[src/rtl/sm83_irq_ctrl_if.sv]
// MMIO bus bundle between the CPU and the IF (0xFF0F) register.
//   master : CPU side, drives address/data/strobes and samples read data
//   slave  : register side, decodes the access and returns read data
//   A        CPU address bus
//   D_IN     CPU write data
//   D_OUT    read data (8'h00 when not selected)
//   D_OE     read-drive enable for D_OUT
//   RD/WR    CPU read/write strobes
//   MMIO_REQ high when A is in 0xFExx/0xFFxx
interface sm83_irq_ctrl_if;
    logic [15:0] A;
    logic [7:0]  D_IN;
    logic [7:0]  D_OUT;
    logic        D_OE;
    logic        RD;
    logic        WR;
    logic        MMIO_REQ;

    modport master (
        output A, D_IN, RD, WR, MMIO_REQ,
        input  D_OUT, D_OE
    );

    modport slave (
        input  A, D_IN, RD, WR, MMIO_REQ,
        output D_OUT, D_OE
    );
endinterface

[src/rtl/sm83_irq_ctrl.sv]
// Interrupt-flag (IF) controller feeding the SM83 core's interrupt inputs.
// Synchronises asynchronous peripheral request levels, detects rising edges,
// latches them as pending requests, clears them on core acknowledge and
// exposes the pending set as the IF register on the MMIO bus.
//   CLK          system clock, rising edge
//   RESET        asynchronous active-high reset
//   IRQ_SRC      raw request levels (bit0 VBlank .. bit4 joypad), async
//   bus          MMIO slave port (A, D_IN, D_OUT, D_OE, RD, WR, MMIO_REQ)
//   CPU_IRQ_ACK  per-bit clear from the core
//   CPU_IRQ_TRIG registered pending requests to the core
//   WAKE         registered STOP/HALT wake request
module sm83_irq_ctrl #(
    parameter logic [7:0] IF_ADDR     = 8'h0F,
    parameter logic [7:0] IMPL_MASK   = 8'h1F,
    parameter int         SYNC_STAGES = 2,      // legal 1..3
    parameter logic [7:0] WAKE_MASK   = 8'h10
) (
    input  logic                 CLK,
    input  logic                 RESET,
    input  logic [7:0]           IRQ_SRC,
    sm83_irq_ctrl_if.slave       bus,
    input  logic [7:0]           CPU_IRQ_ACK,
    output logic [7:0]           CPU_IRQ_TRIG,
    output logic                 WAKE
);

    logic [SYNC_STAGES-1:0][7:0] sync_q, sync_d;
    // Tracks which synchroniser stages hold a real post-reset sample.
    logic [SYNC_STAGES-1:0]      vld_q, vld_d;
    logic [7:0]                  prev_q, prev_d;
    logic [7:0]                  pend_q, pend_d;
    logic                        wake_q, wake_d;

    logic [7:0] sync_s;
    logic       sync_vld;
    logic [7:0] set;
    logic [7:0] base;
    logic       hit;
    logic       d_oe;

    assign sync_s   = sync_q[SYNC_STAGES-1];
    assign sync_vld = vld_q[SYNC_STAGES-1];

    assign hit = bus.MMIO_REQ && (bus.A[15:8] == 8'hFF) && (bus.A[7:0] == IF_ADDR);

    always_comb begin
        sync_d    = '0;
        vld_d     = '0;
        sync_d[0] = IRQ_SRC;
        vld_d[0]  = 1'b1;
        for (int i = 1; i < SYNC_STAGES; i++) begin
            sync_d[i] = sync_q[i-1];
            vld_d[i]  = vld_q[i-1];
        end

        // The chain flushes zeros for SYNC_STAGES cycles after reset. Holding
        // the history at all-ones until a real sample arrives keeps a source
        // that was high across reset release from looking like a new edge.
        prev_d = sync_vld ? sync_s : 8'hFF;
        set    = sync_s & ~prev_q & IMPL_MASK;

        // Write beats ack; a new edge is OR'd in last so it beats both.
        base   = (bus.WR && hit) ? bus.D_IN : (pend_q & ~CPU_IRQ_ACK);
        pend_d = (base | set) & IMPL_MASK;
        wake_d = |(pend_d & WAKE_MASK);
    end

    always_ff @(posedge CLK or posedge RESET) begin
        if (RESET) begin
            sync_q <= '0;
            vld_q  <= '0;
            prev_q <= 8'hFF;
            pend_q <= '0;
            wake_q <= 1'b0;
        end else begin
            sync_q <= sync_d;
            vld_q  <= vld_d;
            prev_q <= prev_d;
            pend_q <= pend_d;
            wake_q <= wake_d;
        end
    end

    assign CPU_IRQ_TRIG = pend_q;
    assign WAKE         = wake_q;

    // Read path sees the pre-update register, so a same-cycle write or set
    // is not reflected until the next cycle. Reset also silences the drive.
    assign d_oe      = bus.RD && hit && !RESET;
    assign bus.D_OE  = d_oe;
    assign bus.D_OUT = d_oe ? (pend_q | ~IMPL_MASK) : 8'h00;

endmodule

[src/flat_wrapper.sv]
// flat-port wrapper written by rule: the top's interface ports become plain ports
module sm83_irq_ctrl_flat 
#(
    parameter logic [7:0] IF_ADDR     = 8'h0F,
    parameter logic [7:0] IMPL_MASK   = 8'h1F,
    parameter int         SYNC_STAGES = 2,                   
    parameter logic [7:0] WAKE_MASK   = 8'h10
)
  (CLK, RESET, IRQ_SRC, CPU_IRQ_ACK, CPU_IRQ_TRIG, WAKE, bus_A, bus_D_IN, bus_RD, bus_WR, bus_MMIO_REQ, bus_D_OUT, bus_D_OE);
  sm83_irq_ctrl_if bus_i ();
  input  logic CLK;
  input  logic RESET;
  input  logic [7:0] IRQ_SRC;
  input  logic [7:0] CPU_IRQ_ACK;
  output logic [7:0] CPU_IRQ_TRIG;
  output logic WAKE;
  input wire logic [$bits(bus_i.A)-1:0] bus_A;
  input wire logic [$bits(bus_i.D_IN)-1:0] bus_D_IN;
  input wire logic [$bits(bus_i.RD)-1:0] bus_RD;
  input wire logic [$bits(bus_i.WR)-1:0] bus_WR;
  input wire logic [$bits(bus_i.MMIO_REQ)-1:0] bus_MMIO_REQ;
  output wire logic [$bits(bus_i.D_OUT)-1:0] bus_D_OUT;
  output wire logic [$bits(bus_i.D_OE)-1:0] bus_D_OE;
  assign bus_i.A = bus_A;
  assign bus_i.D_IN = bus_D_IN;
  assign bus_i.RD = bus_RD;
  assign bus_i.WR = bus_WR;
  assign bus_i.MMIO_REQ = bus_MMIO_REQ;
  assign bus_D_OUT = bus_i.D_OUT;
  assign bus_D_OE = bus_i.D_OE;
  sm83_irq_ctrl #(.IF_ADDR(IF_ADDR), .IMPL_MASK(IMPL_MASK), .SYNC_STAGES(SYNC_STAGES), .WAKE_MASK(WAKE_MASK)) u_core (.CLK(CLK), .RESET(RESET), .IRQ_SRC(IRQ_SRC), .bus(bus_i), .CPU_IRQ_ACK(CPU_IRQ_ACK), .CPU_IRQ_TRIG(CPU_IRQ_TRIG), .WAKE(WAKE));
endmodule
[config.mk]
export PLATFORM = sky130hd
export DESIGN_NAME = sm83_irq_ctrl_flat
export DESIGN_NICKNAME = d
export VERILOG_FILES = /design/src/rtl/sm83_irq_ctrl_if.sv /design/src/rtl/sm83_irq_ctrl.sv /design/src/flat_wrapper.sv
export SDC_FILE = /design/constraint.sdc
export NUM_CORES = 1
export LEC_CHECK = 0
export CAP_MARGIN = 40
export CORE_ASPECT_RATIO = 0.8
export CORE_UTILIZATION = 30
export CTS_CLUSTER_DIAMETER = 120
export CTS_CLUSTER_SIZE = 25
export DETAILED_ROUTE_END_ITERATION = 8
export GPL_ROUTABILITY_DRIVEN = 0
export PLACE_DENSITY = 0.7
export SLEW_MARGIN = 15
export SYNTH_ARGS = -nofsm -noshare
export SYNTH_HDL_FRONTEND = slang
export SYNTH_SLANG_ARGS = --single-unit
[constraint.sdc]
create_clock -name CLK -period 4.24 [get_ports CLK]
set_input_delay 0.848 -clock CLK [delete_from_list [all_inputs] [get_ports CLK]]
set_output_delay 0.848 -clock CLK [all_outputs]
set_load 0.005 [all_outputs]
==> results of run 1 <==
## power by group through the flow
stage          registers [mW]  clock network, mW  logic [mW]
3_3_place_gp            0.232                  0      0.0601
5_1_grt                 0.230              0.206      0.0661
6_report                0.229              0.188      0.0608
4_1_cts                 0.229              0.194      0.0617
2_1_floorplan           0.232                  0      0.0178
3_5_place_dp            0.233                  0      0.0615
## worst min-delay path by stage
stage                                      from                    endpoint  cells past startpoint
floorplan            u_core.sync_d[8]$_DFF_PP0_  u_core.sync_s[0]$_DFF_PP0_                      0
global placement      u_core.vld_q[0]$_DFF_PP0_   u_core.vld_q[1]$_DFF_PP0_                      0
detailed placement   u_core.sync_d[9]$_DFF_PP0_  u_core.sync_s[1]$_DFF_PP0_                      0
CTS                 u_core.sync_d[11]$_DFF_PP0_  u_core.sync_s[3]$_DFF_PP0_                      0
global route        u_core.sync_d[11]$_DFF_PP0_  u_core.sync_s[3]$_DFF_PP0_                      0
finish               u_core.sync_d[9]$_DFF_PP0_  u_core.sync_s[1]$_DFF_PP0_                      0
## sequential cells by signal, summed over array words and instances, names as in the netlist
name,cells
u_core.CPU_IRQ_TRIG,5
u_core.prev_q,5
u_core.sync_d,5
u_core.sync_s,5
u_core.vld_q,2
## cell usage in the layout, fill, tap and decap left out
| cell | synthesis | final |
|---|---|---|
| dfrtp_1 | 17 | 17 |
| clkdlybuf4s50_1 | 0 | 50 |
| nor4_4 | 1 | 1 |
| clkbuf_8 | 0 | 3 |
| and3_1 | 1 | 1 |
| nand3_1 | 6 | 6 |
| nand4_1 | 6 | 6 |
| conb_1 | 2 | 4 |
| and2_1 | 5 | 5 |
| nor4_2 | 1 | 1 |
| and2_4 | 1 | 1 |
| o21ai_1 | 5 | 5 |
| nand2_1 | 1 | 1 |
| dfstp_2 | 5 | 5 |
| and4_4 | 1 | 1 |
| nand2_2 | 2 | 2 |
| bufinv_16 | 0 | 1 |
| nor2b_1 | 5 | 5 |
| inv_1 | 1 | 1 |
| nand2b_1 | 10 | 10 |
| or4_4 | 1 | 1 |
| buf_4 | 7 | 1 |
## logic make-up after synthesis
logic type / share of synthesized area [%]
AND/OR/NAND/NOR: 30.3
flip-flops: 60.1
buffers and inverters: 6.08
AO/OA/AOI/OAI: 2.70
other: 0.811
## routing by layer
| layer | vias up | share of wire, % | track usage (%) |
|---|---|---|---|
| met2 | 35 | 51 | 24.5 |
| met4 | 0 | 0 | 2.22 |
| met1 | 347 | 39 | 12.8 |
| li1 | 352 | - | - |
| met3 | 0 | 9.4 | 4.82 |
| met5 | - | 0 | 0 |
## synth_stat cells
library cell	instances	area, um^2
and2_1	5	31.3
and2_4	1	8.76
and3_1	1	6.26
and4_4	1	11.3
buf_4	7	52.6
conb_1	2	7.51
dfrtp_1	17	425
dfstp_2	5	131
inv_1	1	3.75
nand2_1	1	3.75
nand2_2	2	12.5
nand2b_1	10	62.6
nand3_1	6	30.0
nand4_1	6	37.5
nor2b_1	5	31.3
nor4_2	1	12.5
nor4_4	1	21.3
o21ai_1	5	25.0
or4_4	1	11.3
## per-stage QoR
stage / worst slack [ns] / cells
6_report: 0.624 / 166
5_1_grt: 0.551 / 166
4_1_cts: 0.613 / 166
3_5_place_dp: 0.613 / 162
3_3_place_gp: 0.632 / 162
2_1_floorplan: 1.53 / 80
## area by class of cell
cell class                 count  area share, %
timing repair buffer          51           33.7
multi-input combinational     50           21.2
tap                           38           3.15
sequential                    22           36.9
clock buffer                   3           2.74
inverter                       1          0.249
clock inverter                 1           1.99
==> results.yml, run 1 <==
status:
  status: "finished clean"
clock_tree:
  cts-buffers-inserted: 3
  cts_resized: 0
  cts.clk_slew.worst_paths_ns: 0.07
  clock_latency_ns: 0.25
  root_buffer: "clkbuf_8"
  cts.htree.levels: 1
  clock_sinks: 22
  cts_setup_buffers: 0
  cts_tree: "built"
  cts_buffer_depth: 2
  cts_hold_buffers: 0
die:
  die_h_um: 51.7
  ioPinCount: 63
  die-area_um2: 3310
  rows: 17
  chipWidth_um: 64.1
  initial_utilization_pct: 32.5
  coreArea_um2: 2850
place:
  dp_hpwl_um: 1590
  portBuffers: 50
  dpl-instance-area_um2: 1440
timing:
  finalHoldViolCount: 0
  fin_tns_setup_ns: 0
  fmax_mhz: 277
  setup_viol: 0
  rsz0062_at_grt: "no"
  period_minus_slack_ns: 3.62
  whs_ns: 0.350
  min_period_over_period_pct: 85.3
  clock_skew_ns: 0.00122
  final_max_slew_viol_count: 0
drt:
  vias: 734
  vias_per_cell: 4.42
  postRouteAntennaNets: 0
  drt_iter0_markers: 5
  dr.pass1.iters: 2
  wl_um: 1940
  drc: 0
  wl_per_cell_um: 11.7
setup_path:
  critPathSlowestCell: "clkdlybuf4s50_1"
  r2r_end: "u_core.CPU_IRQ_TRIG[4]$_DFF_PP0_"
  path_buf_inv: 2
  worstSetupPathType: "input port to primary output"
  rr_worst_depth: 3
  reg2reg_from: "u_core.CPU_IRQ_TRIG[4]$_DFF_PP0_"
  critPathTopFamily: "buffers and inverters"
  cp_cell_sequence: "clkdlybuf4s50_1 > nand2_2 > nor4_4 > and4_4 > and2_1 > clkdlybuf4s50_1"
  cpMostUsedCell: "clkdlybuf4s50_1"
  endpoint_kind: "primary output"
  critPathArrivalTime_ns: 2.77
  cp.depth: 6
  cp_slowest_stage_delay_ns: 0.50
  required_ns: 3.39
  cp-endpoint: "bus_D_OUT[0]"
  r2r_slack_ns: 3.44
  critPathLaunch: "bus_A[15]"
  worstPathMaxFanout: 9
  critPathLaunchType: "input port"
pwr:
  power.share.switching_pct: 18.0
  leakage_nw: 0.613
  combPwrFrac_pct: 12.7
  power_density_nw_per_um2: 317
  ir_worst_vdd_v: 0.000226
  p_clk_share_pct: 39.4
  internal-power_uw: 392
  p_sw_uw: 85.8
  power_frac_seq_pct: 47.9
  power_uw: 478
yosys:
  synth_area_um2: 926
  synthCells: 78
  synth_seq_cells: 22
  yosys_warnings: 0
  postSynthAreaPerCell_um2: 11.9
  synth_cell_types: 19
  seq_area_frac_synth_pct: 60.1
global_route:
  gr-total-overflow: 0
  antenna_found_initial: 0
  grt_pass1_vias: 734
  grt_pass1_wl_um: 3120
  track_usage_pct: 12.5
  grt_max_degree: 23
final_layout:
  multi_input_area_um2: 320
  nets: 174
  fillers: 258
  num_antenna_cells: 0
  design_area_um2: 1510
  drive_gt1_share_pct: 13.3
  seqCellArea_um2: 557
  final_util_pct: 52.9
  area_growth_pct: 62.8
run:
  drv_cap: 0
worst_hold_path:
  hp-class: "register to register"
(Power assumes the default switching activity.)
==> inputs of run 2 (changes only) <==
--- a/config.mk
+++ b/config.mk
@@ -17,3 +17,4 @@
 export SYNTH_ARGS = -nofsm -noshare
 export SYNTH_HDL_FRONTEND = slang
 export SYNTH_SLANG_ARGS = --single-unit
+export TNS_END_PERCENT = 5
==> results of run 2 <==
Same layout as run 1: the final DEF is identical, and so are final timing and power.
==> inputs of run 3 (changes only) <==
--- a/config.mk
+++ b/config.mk
@@ -9,9 +9,9 @@
 export CORE_ASPECT_RATIO = 0.8
 export CORE_UTILIZATION = 30
 export CTS_CLUSTER_DIAMETER = 120
-export CTS_CLUSTER_SIZE = 25
 export DETAILED_ROUTE_END_ITERATION = 8
 export GPL_ROUTABILITY_DRIVEN = 0
+export MAX_ROUTING_LAYER = met4
 export PLACE_DENSITY = 0.7
 export SLEW_MARGIN = 15
 export SYNTH_ARGS = -nofsm -noshare
==> run 3 against run 2 <==
Compared with the run above:
- final cell count unchanged
- critical path depth unchanged
- routed wire length unchanged
- fmax unchanged
- largest power group unchanged
==> results.yml, run 3 (synthesized netlist as in run 1, its figures left out) <==
timing:
  finalHoldViolCount: 0
  final_max_slew_viol_count: 0
  whs_ns: 0.350
  clock_skew_ns: 0.00122
  rsz0062_at_grt: "no"
  fin_tns_setup_ns: 0
  setup_viol: 0
  fmax_mhz: 277
  min_period_over_period_pct: 85.3
  period_minus_slack_ns: 3.62
die:
  die-area_um2: 3310
  initial_utilization_pct: 32.5
  coreArea_um2: 2850
  rows: 17
  ioPinCount: 63
  chipWidth_um: 64.1
  die_h_um: 51.7
clock_tree:
  cts.clk_slew.worst_paths_ns: 0.07
  cts_resized: 0
  cts_buffer_depth: 2
  clock_sinks: 22
  cts.htree.levels: 1
  cts_setup_buffers: 0
  root_buffer: "clkbuf_8"
  cts_hold_buffers: 0
  cts_tree: "built"
  cts-buffers-inserted: 3
  clock_latency_ns: 0.25
setup_path:
  required_ns: 3.39
  critPathLaunchType: "input port"
  critPathArrivalTime_ns: 2.77
  worstPathMaxFanout: 9
  worstSetupPathType: "input port to primary output"
  endpoint_kind: "primary output"
  rr_worst_depth: 3
drt:
  wl_um: 1940
  wl_per_cell_um: 11.7
  postRouteAntennaNets: 0
  drc: 0
  vias: 734
  drt_iter0_markers: 5
  vias_per_cell: 4.42
  dr.pass1.iters: 2
worst_hold_path:
  hp-class: "register to register"
  hold_depth: 0
global_route:
  grt_pass1_vias: 731
  antenna_found_initial: 0
  gr-total-overflow: 0
  grt_max_degree: 23
  grt_pass1_wl_um: 3130
  track_usage_pct: 12.8
final_layout:
  area_growth_pct: 62.8
  drive_gt1_share_pct: 13.3
  nets: 174
  final_cell_mix: "clkdlybuf4s50_1, dfrtp_1, nand2b_1, nand4_1, nand3_1"
  fillers: 258
  final_common_cell: "clkdlybuf4s50_1"
  num_antenna_cells: 0
pwr:
  p_sw_uw: 85.8
  leakage_nw: 0.613
  p_clk_share_pct: 39.4
  power_density_nw_per_um2: 317
  ir_worst_vdd_v: 0.000226
  power.share.switching_pct: 18.0
  internal-power_uw: 392
  power_uw: 478
  power_frac_seq_pct: 47.9
  combPwrFrac_pct: 12.7
place:
  dp_hpwl_um: 1590
  portBuffers: 50
run:
  drv_cap: 0
status:
  status: "finished clean"
-- run 3: cell counts in the layout (fill, tap and decap cells not counted) --
No cell type changed its count.
-- run 3: worst paths after layout --
path | startpoint | endpoint | slack (ns)
max | bus_A[15] | bus_D_OUT[0] | 0.62
min | u_core.sync_d[9]$_DFF_PP0_ | u_core.sync_s[1]$_DFF_PP0_ | 0.35
max reg2reg | u_core.CPU_IRQ_TRIG[4]$_DFF_PP0_ | u_core.CPU_IRQ_TRIG[4]$_DFF_PP0_ | 3.44
min reg2reg | u_core.sync_d[9]$_DFF_PP0_ | u_core.sync_s[1]$_DFF_PP0_ | 0.35
max in group asynchronous | RESET | u_core.prev_q[4]$_DFF_PP1_ | 2.99
min in group asynchronous | RESET | u_core.vld_q[1]$_DFF_PP0_ | 0.98
-- run 3: power by group through the flow --
stage	Clock (mW)	Sequential, mW	Combinational, mW
4_1_cts	0.194	0.229	0.0617
3_5_place_dp	0	0.233	0.0615
3_3_place_gp	0	0.232	0.0601
6_report	0.188	0.229	0.0608
5_1_grt	0.206	0.230	0.0661
2_1_floorplan	0	0.232	0.0178
-- run 3: critical path, cell delays in order --
cell	delay (ns)
clkdlybuf4s50_1	0.47
nand2_2	0.08
nor4_4	0.40
and4_4	0.34
and2_1	0.13
clkdlybuf4s50_1	0.50
-- run 3: layout make-up --
type	instances	area [um^2]	area share, %
sequential	22	557	36.9
timing repair buffer	51	508	33.7
multi-input combinational	50	320	21.2
tap	38	47.5	3.15
clock buffer	3	41.3	2.74
clock inverter	1	30.0	1.99
inverter	1	3.75	0.249
-- run 3: stage by stage --
step / setup WS (ns) / area [um^2] / utilization [%] / instances
after floorplan: 1.53 / 933 / - / 80
after global placement: 0.632 / 1440 / 50.4 / 162
after detailed placement: 0.613 / 1440 / 50.4 / 162
after CTS: 0.613 / 1510 / 52.9 / 166
after global routing: 0.551 / 1510 / 52.9 / 166
final: 0.624 / 1510 / 52.9 / 166
-- run 3: layer usage --
| metal | part of all wire (%) | vias up | track usage (%) |
|---|---|---|---|
| li1 | - | 352 | - |
| met1 | 39 | 347 | 12.8 |
| met2 | 51 | 35 | 24.5 |
| met3 | 9.4 | 0 | 4.82 |
| met4 | 0 | 0 | 2.22 |
| met5 | 0 | - | - |
